## config.mk

```make
export PLATFORM = sky130hd
export DESIGN_NAME = if_id_queue_flat
export DESIGN_NICKNAME = d
export VERILOG_FILES = /design/src/rtl/if_id_queue_pkg.sv /design/src/rtl/if_id_queue_if.sv /design/src/rtl/if_id_queue_mem.sv /design/src/rtl/if_id_queue.sv /design/src/flat_wrapper.sv
export SDC_FILE = /design/constraint.sdc
export NUM_CORES = 1
export LEC_CHECK = 0
export CAP_MARGIN = 30
export CELL_PAD_IN_SITES_DETAIL_PLACEMENT = 0
export CELL_PAD_IN_SITES_GLOBAL_PLACEMENT = 2
export CORE_MARGIN = 4
export CORE_UTILIZATION = 47
export CTS_BUF_LIST = sky130_fd_sc_hd__clkbuf_2
export CTS_CLUSTER_DIAMETER = 80
export DETAILED_ROUTE_END_ITERATION = 10
export MAX_ROUTING_LAYER = met4
export PLACE_DENSITY = 0.89
export SLEW_MARGIN = 20
export SYNTH_ARGS = -nofsm -noshare
export SYNTH_HDL_FRONTEND = slang
export SYNTH_SLANG_ARGS = --single-unit
```

## constraint.sdc

```tcl
create_clock -name clk -period 5.23 [get_ports clk]
set_input_delay 1.046 -clock clk [delete_from_list [all_inputs] [get_ports clk]]
set_output_delay 1.046 -clock clk [all_outputs]
set_load 0.05 [all_outputs]
```

## src/rtl/if_id_queue_pkg.sv

```systemverilog
// Shared defaults and helpers for the IF->ID decoupling queue.
package if_id_queue_pkg;

  localparam int IBUF_DEPTH = 4;
  localparam int ADDR_BUS_W = 32;
  localparam int DATA_BUS_W = 32;

  localparam logic TRUE  = 1'b1;
  localparam logic FALSE = 1'b0;

  // Stored entry layout, MSB first: {pc, pcp4, inst, excp}.
  function automatic int entry_w(input int addr_w, input int data_w);
    return 2 * addr_w + data_w + 1;
  endfunction

endpackage

```

## src/rtl/if_id_queue_if.sv

```systemverilog
// Fetch-side and decode-side handshake bundle of the IF->ID queue.
interface if_id_queue_if
  import if_id_queue_pkg::*;
#(
  parameter int ADDR_W = ADDR_BUS_W,
  parameter int DATA_W = DATA_BUS_W
);

  // Valid/ready: a transfer happens on a rising edge where both valid and ready are 1.
  // Payload is only meaningful while valid is 1; ready never depends on valid.
  logic              if_valid;
  logic              if_ready;
  logic [ADDR_W-1:0] if_pc;
  logic [ADDR_W-1:0] if_pcp4;
  logic [DATA_W-1:0] if_inst;
  logic              if_excp;

  logic              id_valid;
  logic              id_ready;
  logic              id_isbranch;
  logic [ADDR_W-1:0] id_pc;
  logic [ADDR_W-1:0] id_pcp4;
  logic [DATA_W-1:0] id_inst;
  logic              id_excp;
  logic              id_inslot;

  // master: the fetch unit plus decoder around the queue; slave: the queue itself.
  modport master (
    output if_valid, if_pc, if_pcp4, if_inst, if_excp,
    input  if_ready,
    output id_ready, id_isbranch,
    input  id_valid, id_pc, id_pcp4, id_inst, id_excp, id_inslot
  );

  modport slave (
    input  if_valid, if_pc, if_pcp4, if_inst, if_excp,
    output if_ready,
    input  id_ready, id_isbranch,
    output id_valid, id_pc, id_pcp4, id_inst, id_excp, id_inslot
  );

endinterface

```

## src/rtl/if_id_queue_mem.sv

```systemverilog
// Entry storage for the IF->ID queue: one synchronous write port, one async read port.
module if_id_queue_mem
  import if_id_queue_pkg::*;
#(
  parameter int DEPTH = IBUF_DEPTH,
  parameter int WIDTH = entry_w(ADDR_BUS_W, DATA_BUS_W)
) (
  input  logic                     clk,
  input  logic                     we,
  input  logic [$clog2(DEPTH)-1:0] waddr,
  input  logic [WIDTH-1:0]         wdata,
  input  logic [$clog2(DEPTH)-1:0] raddr,
  output logic [WIDTH-1:0]         rdata
);

  // No reset on purpose: stale contents are hidden by the top's output gating.
  logic [WIDTH-1:0] mem [DEPTH];

  always_ff @(posedge clk) begin
    if (we) begin
      mem[waddr] <= wdata;
    end
  end

  assign rdata = mem[raddr];

endmodule

```

## src/rtl/if_id_queue.sv

```systemverilog
// IF->ID decoupling queue: DEPTH-entry FIFO with valid/ready handshakes, one-cycle
// flush and program-order tracking of the branch-delay-slot bit.
module if_id_queue
  import if_id_queue_pkg::*;
#(
  parameter int DEPTH  = IBUF_DEPTH,
  parameter int ADDR_W = ADDR_BUS_W,
  parameter int DATA_W = DATA_BUS_W
) (
  input  logic                   clk,
  input  logic                   rst,
  input  logic                   flush,
  if_id_queue_if.slave           bus,
  output logic [$clog2(DEPTH):0] occupancy
);

  localparam int PTR_W   = $clog2(DEPTH);
  localparam int CNT_W   = PTR_W + 1;
  localparam int ENTRY_W = entry_w(ADDR_W, DATA_W);
  localparam logic [PTR_W-1:0] PTR_ONE = PTR_W'(1);

  logic [PTR_W-1:0]   wptr;
  logic [PTR_W-1:0]   rptr;
  logic [CNT_W-1:0]   count;
  logic               slot_pend;
  logic               full;
  logic               enq;
  logic               deq;
  logic [ENTRY_W-1:0] wr_entry;
  logic [ENTRY_W-1:0] rd_entry;

  assign full         = (count == CNT_W'(DEPTH));
  assign bus.if_ready = ~full;
  assign bus.id_valid = (count != '0);
  assign enq          = bus.if_valid & bus.if_ready;
  assign deq          = bus.id_valid & bus.id_ready;
  assign wr_entry     = {bus.if_pc, bus.if_pcp4, bus.if_inst, bus.if_excp};

  if_id_queue_mem #(
    .DEPTH (DEPTH),
    .WIDTH (ENTRY_W)
  ) u_mem (
    .clk   (clk),
    .we    (enq & ~flush),
    .waddr (wptr),
    .wdata (wr_entry),
    .raddr (rptr),
    .rdata (rd_entry)
  );

  // Pointers rely on DEPTH being a power of two, so wrap is plain overflow.
  always_ff @(posedge clk or negedge rst) begin
    if (!rst) begin
      wptr      <= '0;
      rptr      <= '0;
      count     <= '0;
      slot_pend <= FALSE;
    end else if (flush) begin
      wptr      <= '0;
      rptr      <= '0;
      count     <= '0;
      slot_pend <= FALSE;
    end else begin
      if (enq) begin
        wptr <= wptr + PTR_ONE;
      end
      if (deq) begin
        rptr      <= rptr + PTR_ONE;
        slot_pend <= bus.id_isbranch;
      end
      count <= count + CNT_W'(enq) - CNT_W'(deq);
    end
  end

  // An empty queue presents a nop with no fault and no slot marking.
  assign {bus.id_pc, bus.id_pcp4, bus.id_inst, bus.id_excp} =
    bus.id_valid ? rd_entry : '0;
  assign bus.id_inslot = bus.id_valid & slot_pend;
  assign occupancy     = count;

endmodule

```

## src/flat_wrapper.sv

```systemverilog
// flat-port wrapper written by rule: the top's interface ports become plain ports
module if_id_queue_flat import if_id_queue_pkg::*;
#(
  parameter int DEPTH  = IBUF_DEPTH,
  parameter int ADDR_W = ADDR_BUS_W,
  parameter int DATA_W = DATA_BUS_W
)
  (clk, rst, flush, occupancy, bus_if_valid, bus_if_pc, bus_if_pcp4, bus_if_inst, bus_if_excp, bus_if_ready, bus_id_ready, bus_id_isbranch, bus_id_valid, bus_id_pc, bus_id_pcp4, bus_id_inst, bus_id_excp, bus_id_inslot);
  if_id_queue_if #(.ADDR_W(ADDR_W), .DATA_W(DATA_W)) bus_i ();
  input  logic clk;
  input  logic rst;
  input  logic flush;
  output logic [$clog2(DEPTH):0] occupancy;
  input wire logic [$bits(bus_i.if_valid)-1:0] bus_if_valid;
  input wire logic [$bits(bus_i.if_pc)-1:0] bus_if_pc;
  input wire logic [$bits(bus_i.if_pcp4)-1:0] bus_if_pcp4;
  input wire logic [$bits(bus_i.if_inst)-1:0] bus_if_inst;
  input wire logic [$bits(bus_i.if_excp)-1:0] bus_if_excp;
  output wire logic [$bits(bus_i.if_ready)-1:0] bus_if_ready;
  input wire logic [$bits(bus_i.id_ready)-1:0] bus_id_ready;
  input wire logic [$bits(bus_i.id_isbranch)-1:0] bus_id_isbranch;
  output wire logic [$bits(bus_i.id_valid)-1:0] bus_id_valid;
  output wire logic [$bits(bus_i.id_pc)-1:0] bus_id_pc;
  output wire logic [$bits(bus_i.id_pcp4)-1:0] bus_id_pcp4;
  output wire logic [$bits(bus_i.id_inst)-1:0] bus_id_inst;
  output wire logic [$bits(bus_i.id_excp)-1:0] bus_id_excp;
  output wire logic [$bits(bus_i.id_inslot)-1:0] bus_id_inslot;
  assign bus_i.if_valid = bus_if_valid;
  assign bus_i.if_pc = bus_if_pc;
  assign bus_i.if_pcp4 = bus_if_pcp4;
  assign bus_i.if_inst = bus_if_inst;
  assign bus_i.if_excp = bus_if_excp;
  assign bus_if_ready = bus_i.if_ready;
  assign bus_i.id_ready = bus_id_ready;
  assign bus_i.id_isbranch = bus_id_isbranch;
  assign bus_id_valid = bus_i.id_valid;
  assign bus_id_pc = bus_i.id_pc;
  assign bus_id_pcp4 = bus_i.id_pcp4;
  assign bus_id_inst = bus_i.id_inst;
  assign bus_id_excp = bus_i.id_excp;
  assign bus_id_inslot = bus_i.id_inslot;
  if_id_queue #(.DEPTH(DEPTH), .ADDR_W(ADDR_W), .DATA_W(DATA_W)) u_core (.clk(clk), .rst(rst), .flush(flush), .bus(bus_i), .occupancy(occupancy));
endmodule
```

==> impl_metrics.env, run 1 <==
export IMPL_yosysTopAreaCell="edfxtp_1"
export IMPL_grt_pass1_wl_um=45600
export IMPL_status="finished clean"
export IMPL_cts_setup_buffers=0
export IMPL_powerDensity_nw_per_um2=507
export IMPL_fmax_mhz=216
export IMPL_fin_nets=1065
export IMPL_dp_slack_ns=1.30
export IMPL_ant_nets=0
export IMPL_rrSetupSlack_ns=2.65
export IMPL_numPortBuffers=205
export IMPL_total_leakage_power_nw=6.07
export IMPL_cts_resized=0
export IMPL_maxSlewHeadroom=0.498
export IMPL_p_int_mw=5.85
export IMPL_hold_ws_ns=0.520
export IMPL_grt_usage=0.172
export IMPL_start_kind="register"
export IMPL_tightest_slew_ns=0.753
export IMPL_clock_skew_final_ns=0.0866
export IMPL_clkTransAtPathRegs_ns=0.10
export IMPL_rows=65
export IMPL_postRouteWirelength_um=29200
export IMPL_fin_util=0.587
export IMPL_period_minus_slack_ns=4.63
export IMPL_reg2regPathDepth=4
export IMPL_clock_sinks=396
export IMPL_swShare=0.379
export IMPL_crit_reg2reg_capture="u_core.u_mem.mem[0][96]"
export IMPL_cap_violations=0
export IMPL_r2r_start="u_core.occupancy[2]"
export IMPL_grt_max_degree=62
export IMPL_syn_to_final_growth_pct=22.7
export IMPL_fin_crit_sh=0.885
export IMPL_rsz0062_at_grt="no"
export IMPL_first_pass_iters=5
export IMPL_via_per_inst=5.19
export IMPL_fin_ws_ns=0.603
export IMPL_ys_top_cells_by_area="edfxtp_1 (77%), mux4_2 (14%), and2_1 (4.2%), dfrtp_1 (1.3%), ha_1 (0.50%)"
export IMPL_tritoncts="built"
export IMPL_drive_gt1_frac=0.257
export IMPL_drc_errors=0
export IMPL_cts_buffers=97
export IMPL_die_w_um=187
export IMPL_synth_area_sq_um=15100
export IMPL_setup_worst_path_start="u_core.occupancy[0]"
export IMPL_ios=206
export IMPL_drt_iter0_drc=426
export IMPL_yosysSeqAreaShare=0.784
export IMPL_vias=7405
export IMPL_clk_insertion_delay_late_ns=0.89
export IMPL_synth_edf_count=388
export IMPL_p_sw_mw=3.57
export IMPL_pwr_share_comb=0.400
export IMPL_hold_viol_final=0
export IMPL_dieArea_sq_um=35100
export IMPL_synthCells=667
export IMPL_fin_total_pwr_mw=9.42
export IMPL_gp_congestion=0.704
export IMPL_drv_slew=0
export IMPL_synth_fp_nets=777
export IMPL_die_y_um=187
export IMPL_drt_wirelength_per_cell_um=20.5
export IMPL_clkPwrFrac=0.199
export IMPL_ys_async_sr_fraction=0.0202
export IMPL_yosysWarningCount=0
export IMPL_syn_area_per_cell_sq_um=22.7
export IMPL_grt_pass1_vias=8180
export IMPL_synth_cells_most_frequent="edfxtp_1 (388), and2_1 (102), mux4_2 (97)"
export IMPL_finalSetupViolCount=0
export IMPL_synth_most_common_cell="edfxtp_1"
export IMPL_critPathKind="register to output port"
export IMPL_cts_max_level=3
export IMPL_grt_overflow=0
export IMPL_start_util=0.478
export IMPL_required_ns=4.18
export IMPL_netlist_area_leader_share=0.770
export IMPL_hold_path_class="primary input to async pin"
export IMPL_cts_max_path_buffers=3
export IMPL_p_seq_frac=0.401
export IMPL_antenna_found_initial=3
export IMPL_coreArea_sq_um=31600
export IMPL_hpwlAfterDp_um=17500
export IMPL_cp_max_fo=39
export IMPL_synth_ff_type="edfxtp_1"
export IMPL_setup_tns_ns=0
export IMPL_cts_hold_buf=0
export IMPL_fillCellCount=2390
export IMPL_irDropWorstVdd_v=0.000355
export IMPL_cp_arrival_ns=3.58
export IMPL_clockRootBuffer="clkbuf_2"
export IMPL_endpoint_kind="output port"
export IMPL_synth_cell_types=25
export IMPL_synth_seq_cells=396
-- area by class of cell --
cell class	count	area, sq um	share of cell area
flip-flops and latches	396	11900	0.639
multi-input cells	229	3080	0.166
repair buffers	223	2260	0.122
clock buffers	130	651	0.0350
well taps	402	503	0.0271
clock inverters	35	180	0.00971
inverters	8	30.0	0.00162
diodes	3	7.51	0.000404
-- worst max-delay path by stage --
stage	slack, ns	depth (start not counted)	to
2_1_floorplan	0.98	3	u_core.u_mem.mem[0][0]
6_report	0.60	5	bus_id_inst[1]
3_3_place_gp	1.33	4	bus_id_inst[1]
5_1_grt	0.30	4	bus_id_inst[1]
3_5_place_dp	1.30	4	bus_id_inst[1]
4_1_cts	0.32	4	bus_id_inst[1]
-- critical path, stage by stage (launching register included) --
cell             delay, ns
dfrtp_1               0.47
or3_2                 0.78
buf_16                0.27
buf_4                 0.27
and2_1                0.23
clkdlybuf4s50_1       0.71
-- power groups by stage --
| stage | Clock (mW) | Combinational, mW | Sequential (mW) |
|---|---|---|---|
| finish | 1.87 | 3.77 | 3.78 |
| global route | 2.12 | 3.97 | 3.81 |
| CTS | 1.95 | 3.80 | 3.79 |
| detailed placement | 0 | 3.79 | 3.86 |
| global placement | 0 | 3.79 | 3.85 |
| floorplan | 0 | 2.63 | 3.81 |
-- layout by cell type, fill, tap and decap left out, types with 2 or more instances in the layout --
cell type and n:
buf_12 4, clkbuf_2 130, mux2i_1 2, dfrtp_1 6, ha_1 6, xor2_1 3, clkinvlp_4 2, edfxtp_1 388
clkinv_1 25, nor2_1 6, nand2b_1 2, clkinv_4 2, clkdlybuf4s50_1 205, inv_1 8, mux4_2 97, diode_2 3
clkinv_2 4, and2_1 98, buf_4 13, and2_4 4, dfrtp_4 2
-- cells by family (layout without fill, tap and decap cells) --
family	Yosys count	count (layout)	share of synthesized area
AND/OR/NAND/NOR	115	115	0.0466
buffers and inverters	42	396	0.0137
other	0	3	0
XOR/XNOR	4	4	0.00232
adder cells (fa/ha/maj)	7	7	0.00629
multiplexers	99	99	0.146
flip-flops	396	396	0.784
AO/OA/AOI/OAI	4	4	0.00174
-- through the flow --
step           cell area [sq um]  cells
2_1_floorplan              15100    667
3_3_place_gp               17700   1257
3_5_place_dp               17700   1257
4_1_cts                    18500   1422
5_1_grt                    18600   1426
6_report                   18600   1426
-- registers in the layout (all words and copies together), names as in the netlist --
name and flops:
u_core.wptr 2, u_core.slot_pend 1, u_core.u_mem.mem 388, u_core.rptr 2, u_core.occupancy 3
-- metal layers --
layer,wire (um),global-route usage
met1,12800,0.228
met2,14300,0.265
met3,1810,0.0480
met4,364,0.0528
met5,0,-
Power figures use the tool's default switching activity.
==> run 2, diff against run 1 <==
--- a/config.mk
+++ b/config.mk
@@ -15,7 +15,7 @@
 export DETAILED_ROUTE_END_ITERATION = 10
 export MAX_ROUTING_LAYER = met4
 export PLACE_DENSITY = 0.89
-export SLEW_MARGIN = 20
 export SYNTH_ARGS = -nofsm -noshare
 export SYNTH_HDL_FRONTEND = slang
 export SYNTH_SLANG_ARGS = --single-unit
+export TNS_END_PERCENT = 100
==> impl_metrics.env, run 2 (synthesis gave the netlist of run 1 again) <==
export IMPL_status="finished clean"
export IMPL_final_cell_mix="edfxtp_1 (388), clkdlybuf4s50_1 (205), clkbuf_2 (130)"
export IMPL_finalSetupViolCount=0
export IMPL_hold_path_class="primary input to async pin"
export IMPL_dp_slack_ns=1.30
export IMPL_largest_reg_flops=388
export IMPL_total_leakage_power_nw=6.06
export IMPL_fin_total_pwr_mw=9.38
export IMPL_gp_congestion=0.704
export IMPL_ios=206
export IMPL_tritoncts="built"
export IMPL_ant_nets=0
export IMPL_cp_max_fo=61
export IMPL_cts_setup_buffers=0
export IMPL_layout_cells_most_common="edfxtp_1"
export IMPL_drive_gt1_frac=0.256
export IMPL_rsz0062_at_grt="no"
export IMPL_drv_slew=0
export IMPL_p_sw_mw=3.56
export IMPL_cts_max_path_buffers=3
export IMPL_postPlaceCellArea_sq_um=17700
export IMPL_cts_buffers=97
export IMPL_critPathKind="register to output port"
export IMPL_dieArea_sq_um=35100
export IMPL_cts_hold_buf=0
export IMPL_critPathSlowestCell="clkdlybuf4s50_1"
export IMPL_period_minus_slack_ns=4.73
export IMPL_hpwlAfterDp_um=17500
export IMPL_tightest_slew_ns=0.922
export IMPL_syn_to_final_growth_pct=22.6
export IMPL_rows=65
export IMPL_cap_violations=0
export IMPL_vias=7377
export IMPL_regMostFlops="u_core.u_mem.mem"
export IMPL_grt_overflow=0
export IMPL_dpl_cell_count=1257
export IMPL_drc_errors=0
export IMPL_cts_max_level=3
export IMPL_die_y_um=187
export IMPL_fin_ws_ns=0.501
export IMPL_hold_viol_final=0
export IMPL_p_seq_frac=0.403
export IMPL_p_int_mw=5.83
export IMPL_grt_usage=0.172
export IMPL_clock_skew_final_ns=0.0866
export IMPL_clkPwrFrac=0.199
export IMPL_crit_chain="or3_2, buf_4, and2_1, clkdlybuf4s50_1"
export IMPL_via_per_inst=5.18
export IMPL_first_pass_iters=5
export IMPL_coreArea_sq_um=31600
export IMPL_clk_insertion_delay_late_ns=0.88
export IMPL_clock_sinks=396
export IMPL_grt_pass1_wl_um=45600
export IMPL_pwr_share_comb=0.398
export IMPL_start_kind="register"
export IMPL_start_util=0.478
export IMPL_crit_family="buffers and inverters"
export IMPL_die_w_um=187
export IMPL_antenna_found_initial=3
export IMPL_cp_arrival_ns=3.68
export IMPL_setup_tns_ns=0
export IMPL_grt_pass1_vias=8180
export IMPL_postRouteWirelength_um=29200
export IMPL_cp_buffers_inverters=2
export IMPL_cts_resized=0
export IMPL_required_ns=4.18
export IMPL_drt_wirelength_per_cell_um=20.5
export IMPL_clockRootBuffer="clkbuf_2"
export IMPL_endpoint_kind="output port"
export IMPL_critPathMaxStageDelay_ns=0.82
export IMPL_fin_crit_sh=0.904
export IMPL_maxSlewHeadroom=0.385
export IMPL_clkTransAtPathRegs_ns=0.10
export IMPL_irDropWorstVdd_v=0.000355
export IMPL_numPortBuffers=205
export IMPL_fin_area_sq_um=18500
export IMPL_drt_iter0_drc=449
export IMPL_powerDensity_nw_per_um2=506
export IMPL_final_cells=1425
export IMPL_fmax_mhz=211
export IMPL_fin_nets=1064
export IMPL_grt_max_degree=62
export IMPL_swShare=0.379
run 2: cell count changes in the layout (fill, tap and decap cells not counted), sizes merged:
cell,previous run,this run
buf,18,17
run 2: path summary, 6_finish.rpt:
path | start | endpoint | cells past startpoint | slack, ns
max reg2reg | u_core.occupancy[2] | u_core.u_mem.mem[0][96] | 4 | 2.65
min in group clk | u_core.slot_pend | u_core.slot_pend | 2 | 0.54
max in group asynchronous | rst | u_core.rptr[0] | 1 | 4.35
min reg2reg | u_core.slot_pend | u_core.slot_pend | 2 | 0.54
max | u_core.occupancy[1] | bus_id_inst[1] | 4 | 0.50
min | rst | u_core.occupancy[0] | 1 | 0.52
run 2: power groups by stage:
stage | registers [mW] | clock network [mW] | logic, mW
floorplan | 3.81 | 0 | 2.63
CTS | 3.79 | 1.95 | 3.80
global route | 3.81 | 2.12 | 3.94
global placement | 3.85 | 0 | 3.79
finish | 3.78 | 1.87 | 3.73
detailed placement | 3.86 | 0 | 3.79
run 2: cell type report:
| cell class | count | area (sq um) |
|---|---|---|
| Antenna cell | 3 | 7.51 |
| Clock buffer | 130 | 651 |
| Clock inverter | 35 | 180 |
| Fill cell | 2392 | 13100 |
| Inverter | 8 | 30.0 |
| Multi-Input combinational cell | 229 | 3080 |
| Sequential cell | 396 | 11900 |
| Tap cell | 402 | 503 |
| Timing Repair Buffer | 222 | 2230 |
run 2: per-stage QoR:
stage / hold WS, ns / utilization
after CTS: 0.421 / 0.586
final: 0.520 / 0.586
after detailed placement: 0.516 / 0.559
after global routing: 0.452 / 0.586
after floorplan: 0.481 / -
after global placement: 0.504 / 0.559
run 2: layer usage:
| layer | wire length [um] | track usage |
|---|---|---|
| met5 | 0 | - |
| met4 | 349 | 0.0528 |
| met3 | 1910 | 0.0480 |
| met2 | 14300 | 0.265 |
| met1 | 12600 | 0.228 |
